==> config.mk <==
export PLATFORM = sky130hd
export DESIGN_NAME = mem_responder_flat
export DESIGN_NICKNAME = d
export VERILOG_FILES = /design/src/rtl/mem_responder_if.sv /design/src/rtl/mem_responder.sv /design/src/flat_wrapper.sv
export SDC_FILE = /design/constraint.sdc
export NUM_CORES = 1
export LEC_CHECK = 0
export CAP_MARGIN = 20
export CORE_MARGIN = 2
export CORE_UTILIZATION = 30
export DETAILED_ROUTE_END_ITERATION = 7
export GPL_TIMING_DRIVEN = 0
export PLACE_DENSITY = 0.54
export SLEW_MARGIN = 25
export SYNTH_ARGS = -nofsm -noshare
export SYNTH_HDL_FRONTEND = slang
export SYNTH_SLANG_ARGS = --single-unit
export TNS_END_PERCENT = 10
==> constraint.sdc <==
create_clock -name clk -period 2.9 [get_ports clk]
set_clock_uncertainty 0.2 [all_clocks]
set_input_delay 0.58 -clock clk [delete_from_list [all_inputs] [get_ports clk]]
set_output_delay 0.58 -clock clk [all_outputs]
set_load 0.03 [all_outputs]
==> src/rtl/mem_responder_if.sv <==
// Command/response bundle between a memory bench (master) and the
// mem_responder target (slave). Widths follow the DEPTH/WIDTH parameters.
interface mem_responder_if #(
  parameter int DEPTH = 32,
  parameter int WIDTH = 8
);
  localparam int AW = $clog2(DEPTH);

  // Command side
  logic             read;
  logic             write;
  logic [AW-1:0]    addr;
  logic [WIDTH-1:0] data_in;
  logic             clear_req;

  // Response / status side
  logic [WIDTH-1:0] data_out;
  logic             rd_valid;
  logic             uninit;
  logic             busy;
  logic             cmd_err;
  logic [15:0]      wr_count;
  logic [15:0]      rd_count;

  modport master (
    output read, write, addr, data_in, clear_req,
    input  data_out, rd_valid, uninit, busy, cmd_err, wr_count, rd_count
  );

  modport slave (
    input  read, write, addr, data_in, clear_req,
    output data_out, rd_valid, uninit, busy, cmd_err, wr_count, rd_count
  );
endinterface

==> src/rtl/mem_responder.sv <==
// Single-port memory target: DEPTH x WIDTH storage with a fixed-latency read
// pipeline, a written-location bitmap that flags reads of never-written words,
// a hardware zero-fill sequence, illegal-command flagging and saturating
// access counters.
module mem_responder #(
  parameter  int DEPTH  = 32,
  parameter  int WIDTH  = 8,
  parameter  int RD_LAT = 1,
  localparam int AW     = $clog2(DEPTH)
) (
  input  logic           clk,
  input  logic           rst_n,
  mem_responder_if.slave bus
);

  typedef enum logic {
    ST_IDLE  = 1'b0,
    ST_CLEAR = 1'b1
  } state_t;

  localparam logic [AW-1:0] LAST_ADDR = AW'(DEPTH - 1);
  localparam logic [15:0]   CNT_MAX   = 16'hFFFF;

  // Storage (no reset: contents survive rst_n)
  logic [WIDTH-1:0] mem [DEPTH];

  // Control state
  state_t           state_q, state_d;
  logic [AW-1:0]    ptr_q, ptr_d;
  logic [DEPTH-1:0] written_q, written_d;
  logic [15:0]      wr_count_q, wr_count_d;
  logic [15:0]      rd_count_q, rd_count_d;
  logic             cmd_err_q;

  // Read pipeline: stage 0 is loaded at the command edge, the last stage
  // drives the outputs. Data/uninit only advance alongside a valid token so
  // the output word holds between reads.
  logic [RD_LAT-1:0] vld_q;
  logic [RD_LAT-1:0] uni_q;
  logic [WIDTH-1:0]  dat_q [RD_LAT];

  // Command decode
  logic             busy_w;
  logic             cmd_any;
  logic             illegal;
  logic             wr_acc;
  logic             rd_acc;
  logic             clr_start;
  logic             mem_we;
  logic [AW-1:0]    mem_waddr;
  logic [WIDTH-1:0] mem_wdata;

  // Classify the command seen at this edge as accepted or illegal.
  always_comb begin
    busy_w    = (state_q == ST_CLEAR);
    cmd_any   = bus.read | bus.write;
    illegal   = (bus.read & bus.write)
              | (busy_w & (cmd_any | bus.clear_req))
              | (bus.clear_req & cmd_any);
    wr_acc    = ~busy_w & bus.write & ~bus.read & ~bus.clear_req;
    rd_acc    = ~busy_w & bus.read & ~bus.write & ~bus.clear_req;
    clr_start = ~busy_w & bus.clear_req & ~cmd_any;
  end

  // Single write port shared between the clear sequence and bus writes;
  // gated by rst_n so nothing is stored while held in reset.
  always_comb begin
    mem_we    = rst_n & (busy_w | wr_acc);
    mem_waddr = busy_w ? ptr_q : bus.addr;
    mem_wdata = busy_w ? '0 : bus.data_in;
  end

  // FSM next state: walk ptr across every location once, then return to IDLE.
  always_comb begin
    state_d = state_q;
    ptr_d   = ptr_q;
    case (state_q)
      ST_IDLE: begin
        if (clr_start) begin
          state_d = ST_CLEAR;
        end
      end
      ST_CLEAR: begin
        ptr_d = ptr_q + 1'b1;
        if (ptr_q == LAST_ADDR) begin
          state_d = ST_IDLE;
        end
      end
      default: begin
        state_d = ST_IDLE;
      end
    endcase
  end

  // Bitmap and counter next state; counters saturate instead of wrapping.
  always_comb begin
    written_d  = written_q;
    wr_count_d = wr_count_q;
    rd_count_d = rd_count_q;
    if (busy_w) begin
      written_d[ptr_q] = 1'b1;
    end else if (wr_acc) begin
      written_d[bus.addr] = 1'b1;
    end
    if (wr_acc && (wr_count_q != CNT_MAX)) begin
      wr_count_d = wr_count_q + 16'd1;
    end
    if (rd_acc && (rd_count_q != CNT_MAX)) begin
      rd_count_d = rd_count_q + 16'd1;
    end
  end

  // Control registers with asynchronous reset.
  always_ff @(posedge clk or negedge rst_n) begin
    if (!rst_n) begin
      state_q    <= ST_IDLE;
      ptr_q      <= '0;
      written_q  <= '0;
      wr_count_q <= '0;
      rd_count_q <= '0;
      cmd_err_q  <= 1'b0;
    end else begin
      state_q    <= state_d;
      ptr_q      <= ptr_d;
      written_q  <= written_d;
      wr_count_q <= wr_count_d;
      rd_count_q <= rd_count_d;
      cmd_err_q  <= illegal;
    end
  end

  // Memory array write port.
  always_ff @(posedge clk) begin
    if (mem_we) begin
      mem[mem_waddr] <= mem_wdata;
    end
  end

  // Read pipeline: capture word and written flag at the command edge, then
  // shift toward the output; never-written words are returned as zero.
  always_ff @(posedge clk or negedge rst_n) begin
    if (!rst_n) begin
      vld_q <= '0;
      uni_q <= '0;
      for (int k = 0; k < RD_LAT; k++) begin
        dat_q[k] <= '0;
      end
    end else begin
      vld_q[0] <= rd_acc;
      if (rd_acc) begin
        uni_q[0] <= ~written_q[bus.addr];
        dat_q[0] <= written_q[bus.addr] ? mem[bus.addr] : '0;
      end
      for (int k = 1; k < RD_LAT; k++) begin
        vld_q[k] <= vld_q[k-1];
        if (vld_q[k-1]) begin
          uni_q[k] <= uni_q[k-1];
          dat_q[k] <= dat_q[k-1];
        end
      end
    end
  end

  // Outputs
  assign bus.data_out = dat_q[RD_LAT-1];
  assign bus.rd_valid = vld_q[RD_LAT-1];
  assign bus.uninit   = uni_q[RD_LAT-1];
  assign bus.busy     = busy_w;
  assign bus.cmd_err  = cmd_err_q;
  assign bus.wr_count = wr_count_q;
  assign bus.rd_count = rd_count_q;

endmodule

==> src/flat_wrapper.sv <==
// flat-port wrapper written by rule: the top's interface ports become plain ports
module mem_responder_flat 
#(
  parameter  int DEPTH  = 32,
  parameter  int WIDTH  = 8,
  parameter  int RD_LAT = 1,
  localparam int AW     = $clog2(DEPTH)
)
  (clk, rst_n, bus_read, bus_write, bus_addr, bus_data_in, bus_clear_req, bus_data_out, bus_rd_valid, bus_uninit, bus_busy, bus_cmd_err, bus_wr_count, bus_rd_count);
  mem_responder_if #(.DEPTH(DEPTH), .WIDTH(WIDTH)) bus_i ();
  input  logic clk;
  input  logic rst_n;
  input wire logic [$bits(bus_i.read)-1:0] bus_read;
  input wire logic [$bits(bus_i.write)-1:0] bus_write;
  input wire logic [$bits(bus_i.addr)-1:0] bus_addr;
  input wire logic [$bits(bus_i.data_in)-1:0] bus_data_in;
  input wire logic [$bits(bus_i.clear_req)-1:0] bus_clear_req;
  output wire logic [$bits(bus_i.data_out)-1:0] bus_data_out;
  output wire logic [$bits(bus_i.rd_valid)-1:0] bus_rd_valid;
  output wire logic [$bits(bus_i.uninit)-1:0] bus_uninit;
  output wire logic [$bits(bus_i.busy)-1:0] bus_busy;
  output wire logic [$bits(bus_i.cmd_err)-1:0] bus_cmd_err;
  output wire logic [$bits(bus_i.wr_count)-1:0] bus_wr_count;
  output wire logic [$bits(bus_i.rd_count)-1:0] bus_rd_count;
  assign bus_i.read = bus_read;
  assign bus_i.write = bus_write;
  assign bus_i.addr = bus_addr;
  assign bus_i.data_in = bus_data_in;
  assign bus_i.clear_req = bus_clear_req;
  assign bus_data_out = bus_i.data_out;
  assign bus_rd_valid = bus_i.rd_valid;
  assign bus_uninit = bus_i.uninit;
  assign bus_busy = bus_i.busy;
  assign bus_cmd_err = bus_i.cmd_err;
  assign bus_wr_count = bus_i.wr_count;
  assign bus_rd_count = bus_i.rd_count;
  mem_responder #(.DEPTH(DEPTH), .WIDTH(WIDTH), .RD_LAT(RD_LAT)) u_core (.clk(clk), .rst_n(rst_n), .bus(bus_i));
endmodule
==> flow_summary_export.csv <==
group,metric,value,unit
run_status,status,"finished, violations left",
run_status,violations,"negative setup slack",
logic_synthesis,syn-cell-area,14500,sq um
min_path,holdPathStages,3,
global_route,antenna_found_initial,1,
logic_synthesis,synthSimpleGateAreaFrac,0.0928,
final_layout,layout.area.seq,9710,sq um
clock_tree,clock_tree.root_cell,"clkbuf_16",
route,routed_wl,40000,microns
sta,rsz0062_at_grt,"true",
critical_path,cp_top_family,"simple AND/OR/NAND/NOR gates",
min_path,min_path_type,"in -> reg",
clock_tree,cts_tree,"built",
clock_tree,cts_buffer_depth,3,
critical_path,worstSetupStartpointType,"primary input",
sta,fin_ws,-0.000373,ns
critical_path,max_stage_delay,0.73,ns
logic_synthesis,ys_async_sr_fraction,0.240,
final_layout,area_delta_synth_final,22.0,%
final_layout,nFillCells,4515,
logic_synthesis,synth_xor_area_frac,0.0182,
route,wire_per_inst,23.1,microns
global_route,track_usage,0.160,
logic_synthesis,ys_ff_latch,337,
logic_synthesis,ys_top_cells_by_area,"edfxtp_1 (53%), dfrtp_1 (14%), mux2i_1 (10%), o22ai_1 (4.2%), a21o_1 (1.7%)",
place,place.gp.congestion,0.837,
sta,tightestPinTransition,0.795,ns
global_route,grt_pass1_vias,8980,
logic_synthesis,yosysSeqAreaShare,0.672,
critical_path,crit_path_top_delay_cell,"or4_1",
logic_synthesis,synth_top_area_share,0.532,
sta,fmax,345,MHz
power_and_ir_drop,vdd_ir_drop_max,0.370,mV
place,placedCellCount,1659,
clock_tree,cts_buffers,38,
logic_synthesis,synth_fa_ha_area_frac,0.00606,
logic_synthesis,syn-num-nets,1001,
sta,finalCriticalPeriod,2.90,ns
route,postRouteAntennaNets,0,
route,vias,8929,
floorplan,die_y,224,microns
flow_run,maxCapViolCount,0,
logic_synthesis,syn_inst,976,
sta,finalSetupViolations,1,
floorplan,core_region_area,47600,sq um
route,drc_errors,0,
sta,hold_violations,0,
clock_tree,h-tree-depth,2,
critical_path,worstSetupEndpointType,"flop",
floorplan,std_cell_rows,80,
critical_path,crit_top_cell,"buf_6",
critical_path,worstSetupPathType,"in -> reg",
floorplan,fp.dieW,224,microns
logic_synthesis,syn_area_per_cell,14.8,sq um
critical_path,required,3.13,ns
global_route,grt_max_degree,45,
power_and_ir_drop,power_density,701,nW/um^2
power_and_ir_drop,p_leak,6.34,nW
critical_path,critPathBufInv,3,
sta,finalMaxSlewViolations,0,
critical_path,critical_path.cell_chain,"clkdlybuf4s50_1 > buf_6 > buf_6 > nand4_1 > o22ai_1 > or4_1 > nor2_1 > o31ai_2",
logic_synthesis,synth_ff_type,"edfxtp_1",
floorplan,dieArea,50000,sq um
place,io_buffers,60,
critical_path,critPathMaxFanout,10,
clock_tree,clk_pin_slew,0.06,ns
final_layout,final_cell_mix,"edfxtp_1 (256), mux2i_1 (144), o22ai_1 (96)",
route,first_pass_iters,5,
logic_synthesis,synth_edf_count,256,
global_route,grt.overflow.total,0,
sta,whs,0.247,ns
logic_synthesis,synth_compound_area_frac,0.0762,
final_layout,diodes,0,
route,drtIter0Drc,784,
global_route,grt_pass1_wl,59400,microns
route,vias_per_cell,5.16,
final_layout,nNetsFinal,1115,
logic_synthesis,yosysTopAreaCell,"edfxtp_1",
final_layout,final_layout_size_suffix_gt1_frac,0.161,
final_layout,postLayoutCellArea,17600,sq um
place,hpwlAfterDp,26700,microns
sta,slew_headroom,0.469,
final_layout,final_common_cell,"edfxtp_1",
floorplan,io_pins,62,
clock_tree,clkSinkCount,337,
critical_path,rr_worst_depth,5,
final_layout,layoutNonFillerInstCount,1731,
critical_path,worst-path-stages,8,
critical_path,critPathArrivalTime,3.13,ns
sta,min_period_over_period,1.00,
clock_tree,clk_latency,0.55,ns
place,pre_cts_ws,-1.05,ns
logic_synthesis,synth.area.mux_share,0.106,
logic_synthesis,yosys_warnings,0,
final_layout,multi_input_area,4670,sq um
place,place_area,16100,sq um
logic_synthesis,synth_top_family_by_area,"multiplexers",
logic_synthesis,synth_cell_types,60,
floorplan,initial_core_util,0.303,
-- worst register-to-register path, stage by stage, from the launching register on --
cell	delay, ns
dfrtp_1	0.44
nor4b_4	0.54
a22oi_1	0.16
or3b_2	0.48
clkbuf_4	0.26
nor2_4	0.38
-- cell usage after synthesis (all sizes together), types with 10 or more instances --
cell type	count
a21o	32
xnor2	20
clkbuf	21
nor2	60
nor3	10
mux2i	146
nand3	22
edfxtp	256
xor2	10
or4	17
dfrtp	81
nand2	34
o22ai	97
nand4	13
buf	35
-- final timing paths --
kind                                     startpoint                     end  slack (ns)
worst max-delay path                    bus_addr[3]  u_core.bus.data_out[0]     -0.0004
worst min-delay path                      bus_write      u_core.bus.cmd_err        0.25
worst max register to register      u_core.bus.busy       u_core.mem[19][0]        0.09
worst min register to register  u_core.written_q[3]     u_core.written_q[3]        0.25
max in group asynchronous                     rst_n      u_core.bus.cmd_err        1.60
min in group asynchronous                     rst_n    u_core.written_q[18]        0.34
-- where the power goes --
group	switching, mW	internal [mW]	total (mW)
Sequential	0.146	5.55	5.70
Combinational	1.44	0.687	2.12
Clock	1.95	2.59	4.54
Total	3.53	8.83	12.4
-- stage by stage --
stage	util	setup TNS [ns]	total power, mW
after floorplan	-	0	6.87
after global placement	0.332	-1306.34	7.57
after detailed placement	0.338	-231.18	7.70
after CTS	0.365	-25.09	12.3
after global routing	0.370	-0.160	12.8
final	0.370	-0.000373	12.4
-- repair_timing --
action / CTS / global route
gates resized for setup: 41 / 42
buffers inserted: 1 / 4
hold buffers: 1 / 0
pin swaps: 0 / 4
setup endpoints to repair: 307 / 264
hold endpoints to repair: 37 / 0
-- sequential cells by signal, summed over array words and instances, names as in the netlist --
register             count
u_core.mem             256
u_core.written_q        32
u_core.bus.rd_count     16
u_core.bus.wr_count     16
u_core.bus.data_out      8
u_core.ptr_q             5
u_core.bus.busy          1
u_core.bus.cmd_err       1
u_core.bus.rd_valid      1
u_core.bus.uninit        1
-- layout make-up --
type,count,share of cell area
plain buffers,56,0.0224
clock buffers,50,0.0582
clock inverters,16,0.00738
inverters,8,0.00170
multi-input cells,575,0.265
flip-flops and latches,337,0.551
well taps,615,0.0436
repair buffers,74,0.0507
-- layer usage --
metal	vias to the layer above	track usage	part of all wire
met2	303	0.254	0.45
li1	4045	-	-
met1	4501	0.226	0.46
met4	0	0.0503	0.030
met5	-	0	0
met3	80	0.0257	0.060
-- logic make-up after synthesis --
group	Yosys count
DFF	337
muxes	152
and+or+nand+nor	228
xor gates and xnor gates	30
adders and majority gates	7
buffers and inverters	64
AOI/OAI and AO/OA	158
No activity file was read; power rests on OpenSTA's default activity.
